`src/rtl/spi_slave_responder_pkg.sv`:
```
// Shared types and constants for the SPI slave responder.
//   state_t        : frame FSM states (IDLE, LOAD, SHIFT)
//   DEFAULT_DATA_W : default SPI word width
package spi_slave_responder_pkg;

   localparam int unsigned DEFAULT_DATA_W = 8;

   typedef enum logic [1:0] {
      IDLE  = 2'd0,
      LOAD  = 2'd1,
      SHIFT = 2'd2
   } state_t;

endpackage

```
`src/rtl/spi_slave_responder_if.sv`:
```
// Bundle of SPI pins plus the parallel tx/rx side of the responder.
//   slave modport  : responder view (SPI pins and tx handshake in, miso/status out)
//   master modport : the opposite view, used by whatever drives the pins and tx side
//   sclk, ss_n, mosi, miso, miso_oe       : SPI link
//   tx_data, tx_valid, tx_ready           : tx holding register handshake
//   rx_data, rx_valid                     : received word and its one-cycle strobe
//   busy, tx_underrun, frame_abort        : status and event strobes
interface spi_slave_responder_if
   import spi_slave_responder_pkg::*;
#(
   parameter int unsigned DATA_W = DEFAULT_DATA_W
);
   logic              sclk;
   logic              ss_n;
   logic              mosi;
   logic              miso;
   logic              miso_oe;
   logic [DATA_W-1:0] tx_data;
   logic              tx_valid;
   logic              tx_ready;
   logic [DATA_W-1:0] rx_data;
   logic              rx_valid;
   logic              busy;
   logic              tx_underrun;
   logic              frame_abort;

   modport slave (
      input  sclk, ss_n, mosi, tx_data, tx_valid,
      output miso, miso_oe, tx_ready, rx_data, rx_valid, busy, tx_underrun, frame_abort
   );

   modport master (
      output sclk, ss_n, mosi, tx_data, tx_valid,
      input  miso, miso_oe, tx_ready, rx_data, rx_valid, busy, tx_underrun, frame_abort
   );
endinterface

```
`src/rtl/spi_slave_responder_sync.sv`:
```
// Multi-stage flip-flop synchronizer for an asynchronous single-bit input.
//   clk, rst : system clock, asynchronous active-high reset
//   d        : asynchronous input
//   q        : synchronized output (last stage); all stages reset to RST_VAL
module spi_sync #(
   parameter int unsigned STAGES  = 2,
   parameter logic        RST_VAL = 1'b0
) (
   input  logic clk,
   input  logic rst,
   input  logic d,
   output logic q
);
   logic [STAGES-1:0] sync_q;
   logic [STAGES-1:0] sync_d;

   always_comb begin
      sync_d = {sync_q[STAGES-2:0], d};
   end

   always_ff @(posedge clk or posedge rst) begin
      if (rst) begin
         sync_q <= {STAGES{RST_VAL}};
      end else begin
         sync_q <= sync_d;
      end
   end

   assign q = sync_q[STAGES-1];
endmodule

```
`src/rtl/spi_slave_responder.sv`:
```
// SPI slave responder, oversampling the SPI pins on the local clock.
//   clk, rst : system clock (sclk must be <= clk/8), asynchronous active-high reset
//   bus      : slave modport carrying SPI pins, tx holding-register handshake,
//              received word with strobe, and busy/underrun/abort status
module spi_slave_responder
   import spi_slave_responder_pkg::*;
#(
   parameter int unsigned DATA_W      = DEFAULT_DATA_W,
   parameter logic        CPOL        = 1'b0,
   parameter logic        CPHA        = 1'b0,
   parameter int unsigned SYNC_STAGES = 2
) (
   input  logic                 clk,
   input  logic                 rst,
   spi_slave_responder_if.slave bus
);
   localparam int unsigned     CNT_W    = (DATA_W > 2) ? $clog2(DATA_W) : 1;
   localparam logic [CNT_W-1:0] LAST_BIT = CNT_W'(DATA_W - 1);

   logic sclk_s, ss_s, mosi_s;

   spi_sync #(.STAGES(SYNC_STAGES), .RST_VAL(CPOL)) u_sync_sclk (.clk(clk), .rst(rst), .d(bus.sclk), .q(sclk_s));
   spi_sync #(.STAGES(SYNC_STAGES), .RST_VAL(1'b1)) u_sync_ss   (.clk(clk), .rst(rst), .d(bus.ss_n), .q(ss_s));
   spi_sync #(.STAGES(SYNC_STAGES), .RST_VAL(1'b0)) u_sync_mosi (.clk(clk), .rst(rst), .d(bus.mosi), .q(mosi_s));

   state_t              state_q, state_d;
   logic                sclk_prev_q, sclk_prev_d;
   logic                ss_prev_q, ss_prev_d;
   logic [CNT_W-1:0]    bit_cnt_q, bit_cnt_d;
   logic [DATA_W-1:0]   tx_shift_q, tx_shift_d;
   logic [DATA_W-1:0]   rx_shift_q, rx_shift_d;
   logic [DATA_W-1:0]   hold_q, hold_d;
   logic                hold_valid_q, hold_valid_d;
   logic                fresh_q, fresh_d;
   logic                pend_underrun_q, pend_underrun_d;
   logic                done_q, done_d;
   logic [DATA_W-1:0]   rx_data_q, rx_data_d;
   logic                rx_valid_q, rx_valid_d;
   logic                miso_q, miso_d;
   logic                tx_underrun_q, tx_underrun_d;
   logic                frame_abort_q, frame_abort_d;

   logic                lead, trail, sample_edge, shift_edge, ss_fall, ss_rise;
   logic                consume, reload;
   logic [DATA_W-1:0]   load_word, tx_word;

   always_comb begin
      state_d         = state_q;
      sclk_prev_d     = sclk_s;
      ss_prev_d       = ss_s;
      bit_cnt_d       = bit_cnt_q;
      tx_shift_d      = tx_shift_q;
      rx_shift_d      = rx_shift_q;
      hold_d          = hold_q;
      hold_valid_d    = hold_valid_q;
      fresh_d         = fresh_q;
      pend_underrun_d = pend_underrun_q;
      done_d          = 1'b0;
      rx_data_d       = rx_data_q;
      rx_valid_d      = 1'b0;
      miso_d          = miso_q;
      tx_underrun_d   = 1'b0;
      frame_abort_d   = 1'b0;
      consume         = 1'b0;
      reload          = 1'b0;
      tx_word         = tx_shift_q;
      load_word       = hold_valid_q ? hold_q : '0;

      lead        = (sclk_s != sclk_prev_q) && (sclk_s != CPOL);
      trail       = (sclk_s != sclk_prev_q) && (sclk_s == CPOL);
      sample_edge = CPHA ? trail : lead;
      shift_edge  = CPHA ? lead : trail;
      ss_fall     = !ss_s && ss_prev_q;
      ss_rise     = ss_s && !ss_prev_q;

      // Completed word is published one cycle after its final sample.
      if (done_q) begin
         rx_data_d  = rx_shift_q;
         rx_valid_d = 1'b1;
      end

      if (ss_rise) begin
         state_d         = IDLE;
         frame_abort_d   = (bit_cnt_q != '0);
         bit_cnt_d       = '0;
         miso_d          = 1'b0;
         fresh_d         = 1'b0;
         pend_underrun_d = 1'b0;
      end else begin
         unique case (state_q)
            IDLE: begin
               miso_d = 1'b0;
               if (ss_fall) state_d = LOAD;
            end
            LOAD: begin
               consume         = hold_valid_q;
               tx_underrun_d   = !hold_valid_q;
               bit_cnt_d       = '0;
               fresh_d         = 1'b1;
               pend_underrun_d = 1'b0;
               if (!CPHA) begin
                  miso_d     = load_word[DATA_W-1];
                  tx_shift_d = load_word << 1;
               end else begin
                  miso_d     = 1'b0;
                  tx_shift_d = load_word;
               end
               state_d = SHIFT;
            end
            SHIFT: begin
               if (sample_edge) begin
                  rx_shift_d = {rx_shift_q[DATA_W-2:0], mosi_s};
                  if (bit_cnt_q == LAST_BIT) begin
                     bit_cnt_d = '0;
                     done_d    = 1'b1;
                  end else begin
                     bit_cnt_d = bit_cnt_q + 1'b1;
                  end
                  // A CPHA=0 reload that found the holding register empty is
                  // only reported once the master really starts clocking that
                  // word, so the idle trailing edge at frame end is silent.
                  if (pend_underrun_q) begin
                     tx_underrun_d   = 1'b1;
                     pend_underrun_d = 1'b0;
                  end
               end
               if (shift_edge) begin
                  if (CPHA) begin
                     reload  = (bit_cnt_q == '0) && !fresh_q;
                     fresh_d = 1'b0;
                  end else begin
                     reload = (bit_cnt_q == '0);
                  end
                  if (reload) begin
                     if (hold_valid_q) begin
                        tx_word = hold_q;
                        consume = 1'b1;
                     end else begin
                        tx_word = '0;
                        if (CPHA) tx_underrun_d   = 1'b1;
                        else      pend_underrun_d = 1'b1;
                     end
                  end
                  miso_d     = tx_word[DATA_W-1];
                  tx_shift_d = tx_word << 1;
               end
            end
            default: state_d = IDLE;
         endcase
      end

      // Load and write are mutually exclusive: a write needs an empty register,
      // a load from it needs a full one. A write during an empty load is kept.
      if (consume) hold_valid_d = 1'b0;
      if (bus.tx_valid && !hold_valid_q) begin
         hold_valid_d = 1'b1;
         hold_d       = bus.tx_data;
      end
   end

   always_ff @(posedge clk or posedge rst) begin
      if (rst) begin
         state_q         <= IDLE;
         sclk_prev_q     <= CPOL;
         ss_prev_q       <= 1'b1;
         bit_cnt_q       <= '0;
         tx_shift_q      <= '0;
         rx_shift_q      <= '0;
         hold_q          <= '0;
         hold_valid_q    <= 1'b0;
         fresh_q         <= 1'b0;
         pend_underrun_q <= 1'b0;
         done_q          <= 1'b0;
         rx_data_q       <= '0;
         rx_valid_q      <= 1'b0;
         miso_q          <= 1'b0;
         tx_underrun_q   <= 1'b0;
         frame_abort_q   <= 1'b0;
      end else begin
         state_q         <= state_d;
         sclk_prev_q     <= sclk_prev_d;
         ss_prev_q       <= ss_prev_d;
         bit_cnt_q       <= bit_cnt_d;
         tx_shift_q      <= tx_shift_d;
         rx_shift_q      <= rx_shift_d;
         hold_q          <= hold_d;
         hold_valid_q    <= hold_valid_d;
         fresh_q         <= fresh_d;
         pend_underrun_q <= pend_underrun_d;
         done_q          <= done_d;
         rx_data_q       <= rx_data_d;
         rx_valid_q      <= rx_valid_d;
         miso_q          <= miso_d;
         tx_underrun_q   <= tx_underrun_d;
         frame_abort_q   <= frame_abort_d;
      end
   end

   assign bus.miso        = miso_q;
   assign bus.miso_oe     = (state_q != IDLE);
   assign bus.busy        = (state_q != IDLE);
   assign bus.tx_ready    = !hold_valid_q;
   assign bus.rx_data     = rx_data_q;
   assign bus.rx_valid    = rx_valid_q;
   assign bus.tx_underrun = tx_underrun_q;
   assign bus.frame_abort = frame_abort_q;
endmodule
```
`src/flat_wrapper.sv`:
```
// flat-port wrapper written by rule: the top's interface ports become plain ports
module spi_slave_responder_flat import spi_slave_responder_pkg::*;
#(
   parameter int unsigned DATA_W      = DEFAULT_DATA_W,
   parameter logic        CPOL        = 1'b0,
   parameter logic        CPHA        = 1'b0,
   parameter int unsigned SYNC_STAGES = 2
)
  (clk, rst, bus_sclk, bus_ss_n, bus_mosi, bus_tx_data, bus_tx_valid, bus_miso, bus_miso_oe, bus_tx_ready, bus_rx_data, bus_rx_valid, bus_busy, bus_tx_underrun, bus_frame_abort);
  spi_slave_responder_if #(.DATA_W(DATA_W)) bus_i ();
  input  logic clk;
  input  logic rst;
  input wire logic [$bits(bus_i.sclk)-1:0] bus_sclk;
  input wire logic [$bits(bus_i.ss_n)-1:0] bus_ss_n;
  input wire logic [$bits(bus_i.mosi)-1:0] bus_mosi;
  input wire logic [$bits(bus_i.tx_data)-1:0] bus_tx_data;
  input wire logic [$bits(bus_i.tx_valid)-1:0] bus_tx_valid;
  output wire logic [$bits(bus_i.miso)-1:0] bus_miso;
  output wire logic [$bits(bus_i.miso_oe)-1:0] bus_miso_oe;
  output wire logic [$bits(bus_i.tx_ready)-1:0] bus_tx_ready;
  output wire logic [$bits(bus_i.rx_data)-1:0] bus_rx_data;
  output wire logic [$bits(bus_i.rx_valid)-1:0] bus_rx_valid;
  output wire logic [$bits(bus_i.busy)-1:0] bus_busy;
  output wire logic [$bits(bus_i.tx_underrun)-1:0] bus_tx_underrun;
  output wire logic [$bits(bus_i.frame_abort)-1:0] bus_frame_abort;
  assign bus_i.sclk = bus_sclk;
  assign bus_i.ss_n = bus_ss_n;
  assign bus_i.mosi = bus_mosi;
  assign bus_i.tx_data = bus_tx_data;
  assign bus_i.tx_valid = bus_tx_valid;
  assign bus_miso = bus_i.miso;
  assign bus_miso_oe = bus_i.miso_oe;
  assign bus_tx_ready = bus_i.tx_ready;
  assign bus_rx_data = bus_i.rx_data;
  assign bus_rx_valid = bus_i.rx_valid;
  assign bus_busy = bus_i.busy;
  assign bus_tx_underrun = bus_i.tx_underrun;
  assign bus_frame_abort = bus_i.frame_abort;
  spi_slave_responder #(.DATA_W(DATA_W), .CPOL(CPOL), .CPHA(CPHA), .SYNC_STAGES(SYNC_STAGES)) u_core (.clk(clk), .rst(rst), .bus(bus_i));
endmodule
```
`config.mk`:
```
export PLATFORM = sky130hd
export DESIGN_NAME = spi_slave_responder_flat
export DESIGN_NICKNAME = d
export VERILOG_FILES = /design/src/rtl/spi_slave_responder_pkg.sv /design/src/rtl/spi_slave_responder_if.sv /design/src/rtl/spi_slave_responder_sync.sv /design/src/rtl/spi_slave_responder.sv /design/src/flat_wrapper.sv
export SDC_FILE = /design/constraint.sdc
export NUM_CORES = 1
export LEC_CHECK = 0
export BUFFER_PORTS_ARGS = -buffer_cell sky130_fd_sc_hd__buf_2
export CAP_MARGIN = 20
export CORE_MARGIN = 2
export CORE_UTILIZATION = 35
export CTS_BUF_LIST = sky130_fd_sc_hd__clkbuf_2
export CTS_CLUSTER_SIZE = 25
export DETAILED_ROUTE_END_ITERATION = 16
export HOLD_SLACK_MARGIN = 0.06
export SYNTH_ARGS = -nofsm -noshare
export SYNTH_HDL_FRONTEND = slang
export SYNTH_HIERARCHICAL = 1
export SYNTH_SLANG_ARGS = --single-unit
```
`constraint.sdc`:
```
create_clock -name clk -period 3.5 [get_ports clk]
set_input_delay 0.175 -clock clk [delete_from_list [all_inputs] [get_ports clk]]
set_output_delay 0.175 -clock clk [all_outputs]
set_load 0.005 [all_outputs]
```
==> flow_metrics.py, run 1 <==
metrics = {
    "synthesis": {
        "syn-mean-instance-area_sq_um": 11.95,
        "yosysUniqueCellTypes": 33,
        "yosysTopAreaCellShare": 0.5524,
        "postSynthCellCount": 182,
        "synth.area.top_cells": "dfrtp_1 55%, mux2_2 12%, a21oi_1 4.8%, ha_1 4.0%, dfstp_2 3.6%",
        "synthFlopType": "dfrtp_1",
        "synth_edf_count": 0,
        "synth_largest_area_cell": "dfrtp_1",
        "yosysSeqAreaShare": 0.5886,
        "syn-num-nets": 203,
        "async_reset_ff_frac": 1.000,
        "yosysWarningCount": 6,
        "netlist_area_sq_mm": 0.002175,
        "synth_seq_cells": 51,
    },
    "worst_setup_path": {
        "reg2reg_depth": 5,
        "critPathKind": "reg -> reg",
        "cp_slowest_cell": "ha_1",
        "cp.required_ns": 3.84,
        "crit_fanout": 17,
        "crit_end": "u_core/rx_shift_q[5]",
        "critPathLaunchType": "flop",
        "crit_start": "u_core/state_q[0]",
        "cp_data_arrival_time_ns": 2.50,
        "crit_chain": "inv_1 -> ha_1 -> nand2b_4 -> nor3b_4 -> mux2_2",
        "r2r-start": "u_core/state_q[0]",
        "slowest_delay_ns": 0.57,
        "r2r-end": "u_core/rx_shift_q[5]",
        "reg2reg_slack_ns": 1.33,
        "cp-end-kind": "flop",
    },
    "placement": {
        "place_inst": 277,
        "postPlaceCellArea_sq_mm": 0.002376,
        "finalWeightedCongestion": 0.7499,
        "hpwlAfterDp_microns": 2523,
        "io_buffers": 28,
    },
    "layout": {
        "nNetsFinal": 243,
        "layout-drive-gt1-share": 0.3004,
        "instances_no_fill": 298,
        "stdcell_area_sq_mm": 0.002570,
        "finish.utilization": 0.4315,
        "antenna_cells": 0,
        "syn_to_final_growth_pct": 18.18,
    },
    "route": {
        "drcViolationCount": 0,
        "routed_via_density": 4.664,
        "wl_per_cell_microns": 12.30,
        "dr_total_vias": 1390,
        "wl_microns": 3666,
        "firstDrtPassIters": 4,
        "drtIter0Drc": 55,
        "drtAntennaViolNets": 0,
    },
    "floorplanning": {
        "die_h_microns": 82.83,
        "row_count": 28,
        "die_width_microns": 82.83,
        "coreArea_sq_mm": 0.005956,
        "start_util": 0.3651,
        "io_pins": 29,
        "dieArea_sq_mm": 0.006860,
    },
    "timing": {
        "relSlewSlack": 0.5333,
        "hold_violations": 0,
        "fin_crit_sh": 0.6187,
        "setup_viol": 0,
        "finalCriticalPeriod_ns": 2.165,
        "rsz0062_at_grt": "false",
        "worst_pin_slew_ns": 0.6986,
        "finalMaxSlewViolations": 0,
        "fin_skew_ns": 0.003141,
        "final.setup.tns_ns": 0,
        "fmax_mhz": 461.8,
    },
    "cts": {
        "cts_resized": 0,
        "cts_root_buffer": "clkbuf_2",
        "cts.sinks": 51,
        "path_clk_slew_ns": 0.23,
        "cts_made_buffers": 5,
        "cts_max_level": 2,
        "tritoncts": "done",
        "clk_latency_ns": 0.41,
        "cts.path.max_buffers": 2,
    },
    "grt": {
        "grt_start_max_net_pins": 46,
        "antenna_found_initial": 0,
        "grt_pass1_wl_microns": 6486,
        "grt_pass1_vias": 1394,
        "grt_usage": 0.1140,
        "overflow": 0,
    },
    "worst_hold_path": {
        "min_path_type": "in -> async",
    },
    "power_and_ir_drop": {
        "ir_drop_uv": 359.0,
        "leakage_nw": 1.273,
        "powerDensity_mw_per_mm2": 659.7,
    },
    "run_status": {
        "status": "finished clean",
    },
    "job": {
        "maxCapViolations": 0,
    },
}
-- critical path, delay by kind of cell, from the launching register on --
family / cells / cell delay, ns
fa+ha+maj: 1 / 0.57
simple gates: 2 / 0.56
flops: 1 / 0.47
mux: 1 / 0.39
buf+inv: 1 / 0.09
-- repair_timing --
item | CTS | global route
hold buffers | 13 | 0
hold endpoints to repair | 62 | 0
setup buffers | 0 | 0
-- registers in the layout, indices dropped and copies added (netlist names) --
name                       cells
u_core/bit_cnt_q               3
u_core/bus.frame_abort         1
u_core/bus.miso                1
u_core/bus.rx_data             8
u_core/bus.rx_valid            1
u_core/bus.tx_underrun         1
u_core/done_q                  1
u_core/hold_q                  8
u_core/hold_valid_q            1
u_core/pend_underrun_q         1
u_core/rx_shift_q              8
u_core/sclk_prev_q             1
u_core/ss_prev_q               1
u_core/state_q                 2
u_core/tx_shift_q              7
u_core/u_sync_mosi/sync_q      2
u_core/u_sync_sclk/sync_q      2
u_core/u_sync_ss/sync_q        2
-- through the flow --
step	total power [W]	worst slack, ns	hold WS (ns)
after global routing	0.001831	1.211	0.09648
after global placement	0.001393	1.406	0.06308
after CTS	0.001717	1.343	0.08600
after detailed placement	0.001406	1.357	0.06428
after floorplan	0.001279	1.688	-0.08382
final	0.001695	1.335	0.1251
-- report_power, final --
group	switching, W	internal [W]	total, W	leakage (nW)
combinational	0.000317	0.000252	0.000569	0.584
clock	0.000176	0.000117	0.000294	0.0404
sequential	0.000104	0.000728	0.000832	0.649
-- cell type report --
cell class,count,area [sq um]
Inverter,14,52.55
Timing Repair Buffer,42,277.8
Clock inverter,3,38.79
Tap cell,75,93.84
Multi-Input combinational cell,108,802.0
Clock buffer,5,25.02
Sequential cell,51,1280
Fill cell,584,3386
-- worst min-delay path by stage --
stage,from,endpoint,slack (ns)
floorplan,rst,u_core/u_sync_mosi/sync_q[0],-0.08
global placement,rst,u_core/u_sync_mosi/sync_q[0],0.06
detailed placement,rst,u_core/u_sync_mosi/sync_q[0],0.06
CTS,rst,u_core/u_sync_mosi/sync_q[0],0.09
global route,rst,u_core/u_sync_mosi/sync_q[0],0.1
finish,rst,u_core/u_sync_mosi/sync_q[0],0.13
-- cells in the mapped netlist (2+ instances only) --
cell type	n
dfrtp_1	48
mux2_2	24
a21oi_1	21
inv_1	14
nand2_1	12
nor2_1	11
ha_1	7
clkbuf_1	5
and2_1	4
o21ai_0	4
dfstp_2	3
nand2b_1	3
a21o_1	2
buf_2	2
nand3_1	2
nor3_1	2
o41ai_1	2
-- placed cells by master (no fill, tap or decap), drive strengths merged --
| cell | synthesis | final |
|---|---|---|
| inv | 14 | 13 |
| clkbuf | 5 | 5 |
| nand2b | 4 | 4 |
| nand4b | 1 | 1 |
| o41ai | 2 | 2 |
| nor2 | 11 | 11 |
| o31a | 1 | 1 |
| nor3b | 2 | 2 |
| a21oi | 22 | 22 |
| nand3 | 2 | 2 |
| clkinv | 0 | 3 |
| bufinv | 0 | 1 |
| a211oi | 1 | 1 |
| o21ai | 4 | 4 |
| buf | 4 | 29 |
| nor3 | 2 | 2 |
| dfrtp | 48 | 48 |
| nor4 | 1 | 1 |
| dfstp | 3 | 3 |
| ha | 7 | 7 |
| nor2b | 1 | 1 |
| and2 | 4 | 4 |
| a22oi | 1 | 1 |
| dlygate4sd3 | 0 | 13 |
| a21o | 2 | 2 |
| or3 | 1 | 1 |
| o2bb2ai | 1 | 1 |
| mux2 | 24 | 24 |
| and3b | 1 | 1 |
| a31oi | 1 | 1 |
| nand2 | 12 | 12 |
-- cells by family after synthesis --
kind of cell,after synthesis,synth area share
buffers and inverters,23,0.04258
multiplexers,24,0.1243
adder cells (fa/ha/maj),7,0.04027
AND/OR/NAND/NOR,42,0.1041
AO/OA/AOI/OAI,35,0.1001
flip-flops,51,0.5886
-- metal layers --
| layer | global-route usage | vias to the layer above | wire [microns] |
|---|---|---|---|
| li1 | - | 695 | - |
| met1 | 0.1525 | 661 | 1837 |
| met2 | 0.1738 | 28 | 1641 |
| met3 | 0.02684 | 6 | 117 |
| met4 | 0.05663 | 0 | 70 |
| met5 | 0 | - | 0 |
No activity file was read; power rests on OpenSTA's default activity.
==> run 2: changes to the inputs <==
==> constraint.sdc (replaced) <==
create_clock -name clk -period 1.8 [get_ports clk]
set_input_delay 0.09 -clock clk [delete_from_list [all_inputs] [get_ports clk]]
set_output_delay 0.09 -clock clk [all_outputs]
set_load 0.005 [all_outputs]
==> flow_metrics.py, run 2 (synthesis results as in run 1) <==
metrics = {
    "run_status": {
        "status": "finished clean",
    },
    "grt": {
        "antenna_found_initial": 0,
        "overflow": 0,
        "grt_start_max_net_pins": 29,
        "grt_usage": 0.1221,
        "grt_pass1_vias": 1445,
        "grt_pass1_wl_microns": 6755,
    },
    "power_and_ir_drop": {
        "p_int_w": 0.002098,
        "p_comb_frac": 0.370,
        "ir_drop_uv": 496.2,
        "clock_power_share": 0.139,
        "powerDensity_mw_per_mm2": 1237,
        "switching_share": 0.3588,
        "power_switching_w": 0.001174,
        "leakage_nw": 1.310,
        "seqPwrFrac": 0.491,
    },
    "placement": {
        "place_inst": 283,
        "io_buffers": 28,
        "hpwlAfterDp_microns": 2714,
        "finalWeightedCongestion": 0.7291,
    },
    "cts": {
        "cts_made_buffers": 5,
        "tritoncts": "done",
        "clk_latency_ns": 0.42,
        "cts.sinks": 51,
        "path_clk_slew_ns": 0.25,
        "cts_max_level": 2,
        "cts.path.max_buffers": 2,
        "cts_root_buffer": "clkbuf_2",
    },
    "route": {
        "routed_via_density": 4.683,
        "dr_wl_met3_microns": 119,
        "wl_microns": 3801,
        "drtIter0Drc": 52,
        "dr_total_vias": 1433,
        "drtAntennaViolNets": 0,
        "dr.max_layer_used": "met4",
        "wl_met1_microns": 1782,
        "wl_per_cell_microns": 12.42,
        "dr_wl_met2_microns": 1822,
        "drcViolationCount": 0,
        "firstDrtPassIters": 4,
    },
    "worst_setup_path": {
        "cp_top_family": "flip-flops",
        "cp-end-kind": "flop",
        "critPathKind": "reg -> reg",
        "slowest_delay_ns": 0.57,
        "cp_data_arrival_time_ns": 2.07,
        "crit_fanout": 9,
        "cp.required_ns": 2.14,
        "critPathBufInv": 2,
        "cp_slowest_cell": "dfstp_2",
        "critPathLaunchType": "flop",
        "crit_chain": "inv_1 -> ha_2 -> nand2b_4 -> nor3b_4 -> buf_12 -> mux2_2",
    },
    "timing": {
        "finalMaxSlewViolations": 0,
        "fmax_mhz": 580.5,
        "finalCriticalPeriod_ns": 1.723,
        "fin_skew_ns": 0.01601,
        "hold_violations": 0,
        "worst_pin_slew_ns": 0.6787,
        "relSlewSlack": 0.5447,
        "setup_viol": 0,
        "fin_crit_sh": 0.9570,
    },
    "floorplanning": {
        "die_h_microns": 82.83,
        "row_count": 28,
        "die_width_microns": 82.83,
        "dieArea_sq_mm": 0.006860,
        "coreArea_sq_mm": 0.005956,
        "io_pins": 29,
        "start_util": 0.3651,
    },
    "layout": {
        "final_common_cell": "dfrtp_1",
        "layout_common_cells": "48 x dfrtp_1, 28 x buf_2, 24 x mux2_2",
        "fill_cells": 586,
        "antenna_cells": 0,
        "nNetsFinal": 251,
        "syn_to_final_growth_pct": 21.63,
        "instances_no_fill": 306,
        "layout-drive-gt1-share": 0.3290,
        "finish.utilization": 0.4441,
    },
    "job": {
        "maxCapViolations": 0,
    },
    "worst_hold_path": {
        "min_path_type": "in -> async",
    },
}
run 2: layout make-up:
type	instances	area, sq um	share of cell area
inverters	14	52.55	0.01987
well taps	75	93.84	0.03548
flip-flops and latches	51	1280	0.4839
clock inverters	2	12.51	0.004730
repair buffers	50	369.1	0.1395
multi-input cells	108	807.0	0.3051
clock buffers	6	30.03	0.01135
run 2: path summary, 6_finish.rpt:
kind | from | endpoint | slack, ns | depth (start not counted)
max in group asynchronous | rst | u_core/ss_prev_q | 1.01 | 4
min in group clk | bus_sclk | u_core/u_sync_sclk/sync_q[0] | 0.28 | 2
worst max register to register | u_core/ss_prev_q | u_core/rx_shift_q[1] | 0.08 | 6
worst max-delay path | u_core/ss_prev_q | u_core/rx_shift_q[1] | 0.08 | 6
worst min register to register | u_core/u_sync_ss/sync_q[0] | u_core/u_sync_ss/sync_q[1] | 0.38 | 0
worst min-delay path | rst | u_core/rx_shift_q[3] | 0.20 | 3
run 2: per-layer routing:
layer | up-vias | global-route usage
li1 | 710 | -
met2 | 19 | 0.1884
met4 | 0 | 0.05365
met5 | - | 0
met3 | 6 | 0.03380
met1 | 698 | 0.1612
run 2: power groups by stage:
stage	clock (W)	sequential (W)	combinational, W
final	0.000455	0.00161	0.00121
after global routing	0.000534	0.00165	0.00137
after CTS	0.000486	0.00161	0.00119
after detailed placement	0	0.00164	0.00117
after global placement	0	0.00163	0.00114
after floorplan	0	0.00156	0.000930
run 2: stage by stage:
step                setup slack [ns]  power [W]  instance area (sq um)  setup TNS [ns]  hold slack [ns]
floorplan                    0.04277   0.002487                   2177               0          -0.1688
global placement              0.1188   0.002771                   2449               0         -0.02009
detailed placement            0.1006   0.002802                   2449               0         -0.01564
CTS                          0.06224   0.003290                   2631               0           0.1621
global route               -0.008439   0.003549                   2645       -0.008439           0.1614
finish                       0.07748   0.003271                   2645               0           0.2035
run 2: worst reg2reg max path: stages (launching register included):
cell and delay, ns:
dfstp_2 0.57, inv_1 0.04, ha_2 0.17, nand2b_4 0.16
nor3b_4 0.23, buf_12 0.15, mux2_2 0.33
run 2: repair_timing:
| item | 4_1_cts | 5_1_grt |
|---|---|---|
| setup buffers | 0 | 1 |
| hold buffers | 14 | 0 |
| resized for setup | 0 | 2 |
| endpoints found under the hold margin | 62 | 0 |
| setup endpoints to repair | 0 | 4 |
==> run 3: changes to the inputs <==
--- a/config.mk
+++ b/config.mk
@@ -13,6 +13,7 @@
 export CTS_CLUSTER_SIZE = 25
 export DETAILED_ROUTE_END_ITERATION = 16
 export HOLD_SLACK_MARGIN = 0.06
+export PLACE_DENSITY_LB_ADDON = 0.08
 export SYNTH_ARGS = -nofsm -noshare
 export SYNTH_HDL_FRONTEND = slang
 export SYNTH_HIERARCHICAL = 1
==> flow_metrics.py, run 3 (synthesis results as in run 1) <==
metrics = {
    "power_and_ir_drop": {
        "totalPowerFinal_w": 0.003339,
        "powerDensity_mw_per_mm2": 1256,
        "ir_drop_uv": 657.9,
        "leakage_nw": 1.308,
    },
    "timing": {
        "relSlewSlack": 0.5563,
        "finalMaxSlewViolations": 0,
        "setup_viol": 0,
        "worst_pin_slew_ns": 0.6614,
        "finalCriticalPeriod_ns": 1.721,
        "fmax_mhz": 581.2,
        "final.setup.tns_ns": 0,
        "fin_crit_sh": 0.9559,
        "fin_skew_ns": 0.009117,
        "hold_violations": 0,
        "rsz0062_at_grt": "false",
    },
    "job": {
        "maxCapViolations": 0,
    },
    "layout": {
        "instances_no_fill": 305,
        "layout_common_cells": "48 x dfrtp_1, 28 x buf_2, 24 x mux2_2",
        "finish.utilization": 0.4462,
        "fill_cells": 586,
        "nNetsFinal": 250,
        "syn_to_final_growth_pct": 22.21,
        "final_common_cell": "dfrtp_1",
        "antenna_cells": 0,
        "stdcell_area_sq_mm": 0.002658,
        "layout-drive-gt1-share": 0.3261,
        "seq_area_sq_mm": 0.001280,
        "multi_input_area_sq_um": 820.8,
    },
    "floorplanning": {
        "row_count": 28,
        "coreArea_sq_mm": 0.005956,
        "start_util": 0.3651,
        "die_h_microns": 82.83,
        "die_width_microns": 82.83,
        "io_pins": 29,
        "dieArea_sq_mm": 0.006860,
    },
    "cts": {
        "tritoncts": "done",
        "cts_made_buffers": 5,
        "clk_latency_ns": 0.41,
        "cts.path.max_buffers": 2,
        "cts_setup_buffers": 0,
        "cts_max_level": 2,
        "cts.sinks": 51,
        "path_clk_slew_ns": 0.24,
        "cts_root_buffer": "clkbuf_2",
    },
    "worst_setup_path": {
        "reg2reg_depth": 6,
        "cp_data_arrival_time_ns": 2.05,
        "cp.required_ns": 2.13,
        "critPathLaunchType": "flop",
        "crit_end": "u_core/rx_shift_q[2]",
        "r2r-start": "u_core/ss_prev_q",
        "cp-end-kind": "flop",
        "crit_fanout": 9,
        "crit_start": "u_core/ss_prev_q",
        "reg2reg_slack_ns": 0.08,
        "r2r-end": "u_core/rx_shift_q[2]",
        "critPathKind": "reg -> reg",
    },
    "placement": {
        "hpwlAfterDp_microns": 2828,
        "io_buffers": 28,
        "postPlaceCellArea_sq_mm": 0.002461,
        "finalWeightedCongestion": 0.7506,
        "place_inst": 283,
    },
    "grt": {
        "antenna_found_initial": 0,
        "overflow": 0,
        "top_usage_layer": "met2",
        "grt_start_max_net_pins": 30,
        "met1_usage": 0.1680,
        "grt_pass1_vias": 1560,
        "met3_usage": 0.03579,
        "gr-usage-met2": 0.1950,
        "grt_pass1_wl_microns": 7079,
        "grt_usage": 0.1245,
    },
    "route": {
        "wl_microns": 3928,
        "drtAntennaViolNets": 0,
        "wl_per_cell_microns": 12.88,
        "routed_via_density": 4.800,
        "drtIter0Drc": 49,
        "drcViolationCount": 0,
        "dr_total_vias": 1464,
        "firstDrtPassIters": 4,
    },
    "run_status": {
        "status": "finished clean",
    },
    "worst_hold_path": {
        "min_path_type": "in -> async",
    },
}
[run 3: cell types whose count changed in the layout (fill, tap and decap cells not counted), sizes merged]
cell / delta
inv: -1
buf: -1
clkbuf: -1
clkinv: +1
clkinvlp: +1
[run 3: cell type report]
class / count / share of cell area
flip-flops and latches: 51 / 0.4816
multi-input cells: 108 / 0.3089
repair buffers: 49 / 0.1394
well taps: 75 / 0.03531
inverters: 14 / 0.01977
clock buffers: 5 / 0.009416
clock inverters: 3 / 0.005650
[run 3: where the power goes]
| group | switching, W | internal, W | leakage, nW | total (W) |
|---|---|---|---|---|
| sequential | 0.000200 | 0.00142 | 0.649 | 0.00162 |
| combinational | 0.000664 | 0.000622 | 0.635 | 0.00129 |
| clock | 0.000349 | 0.0000865 | 0.0241 | 0.000436 |
| total | 0.00121 | 0.00213 | 1.31 | 0.00334 |
[run 3: stage by stage]
stage / setup WS, ns / hold WS [ns]
after floorplan: 0.04277 / -0.1688
after global placement: 0.1108 / -0.02574
after detailed placement: 0.08774 / -0.02566
after CTS: 0.05085 / 0.1650
after global routing: 0.01454 / 0.1800
final: 0.07947 / 0.1983
[run 3: routing by layer]
layer  up-vias  wire (microns)
met5         -               0
met4         0              37
met3         4             136
met2        24            1863
met1       725            1891
li1        711               -
[run 3: how the worst min path moves through the flow]
stage / cells after the start / slack (ns) / endpoint / start
global placement: 2 / -0.03 / u_core/u_sync_mosi/sync_q[0] / rst
detailed placement: 2 / -0.03 / u_core/u_sync_mosi/sync_q[0] / rst
CTS: 3 / 0.17 / u_core/u_sync_ss/sync_q[1] / rst
floorplan: 1 / -0.17 / u_core/u_sync_mosi/sync_q[0] / rst
global route: 3 / 0.18 / u_core/u_sync_ss/sync_q[0] / rst
finish: 3 / 0.20 / u_core/rx_shift_q[1] / rst
[run 3: worst max-delay path, stage by stage (launching register included)]
cell and delay (ns):
dfstp_2 0.57, inv_1 0.04, ha_2 0.17, nand2b_4 0.16, nor3b_4 0.23, buf_12 0.15
mux2_2 0.33
[run 3: timing repair]
action                     in CTS  in global routing
resized for setup               0                  5
setup endpoints to repair       0                  4
hold buffers                   14                  0
hold endpoints to repair       62                  0
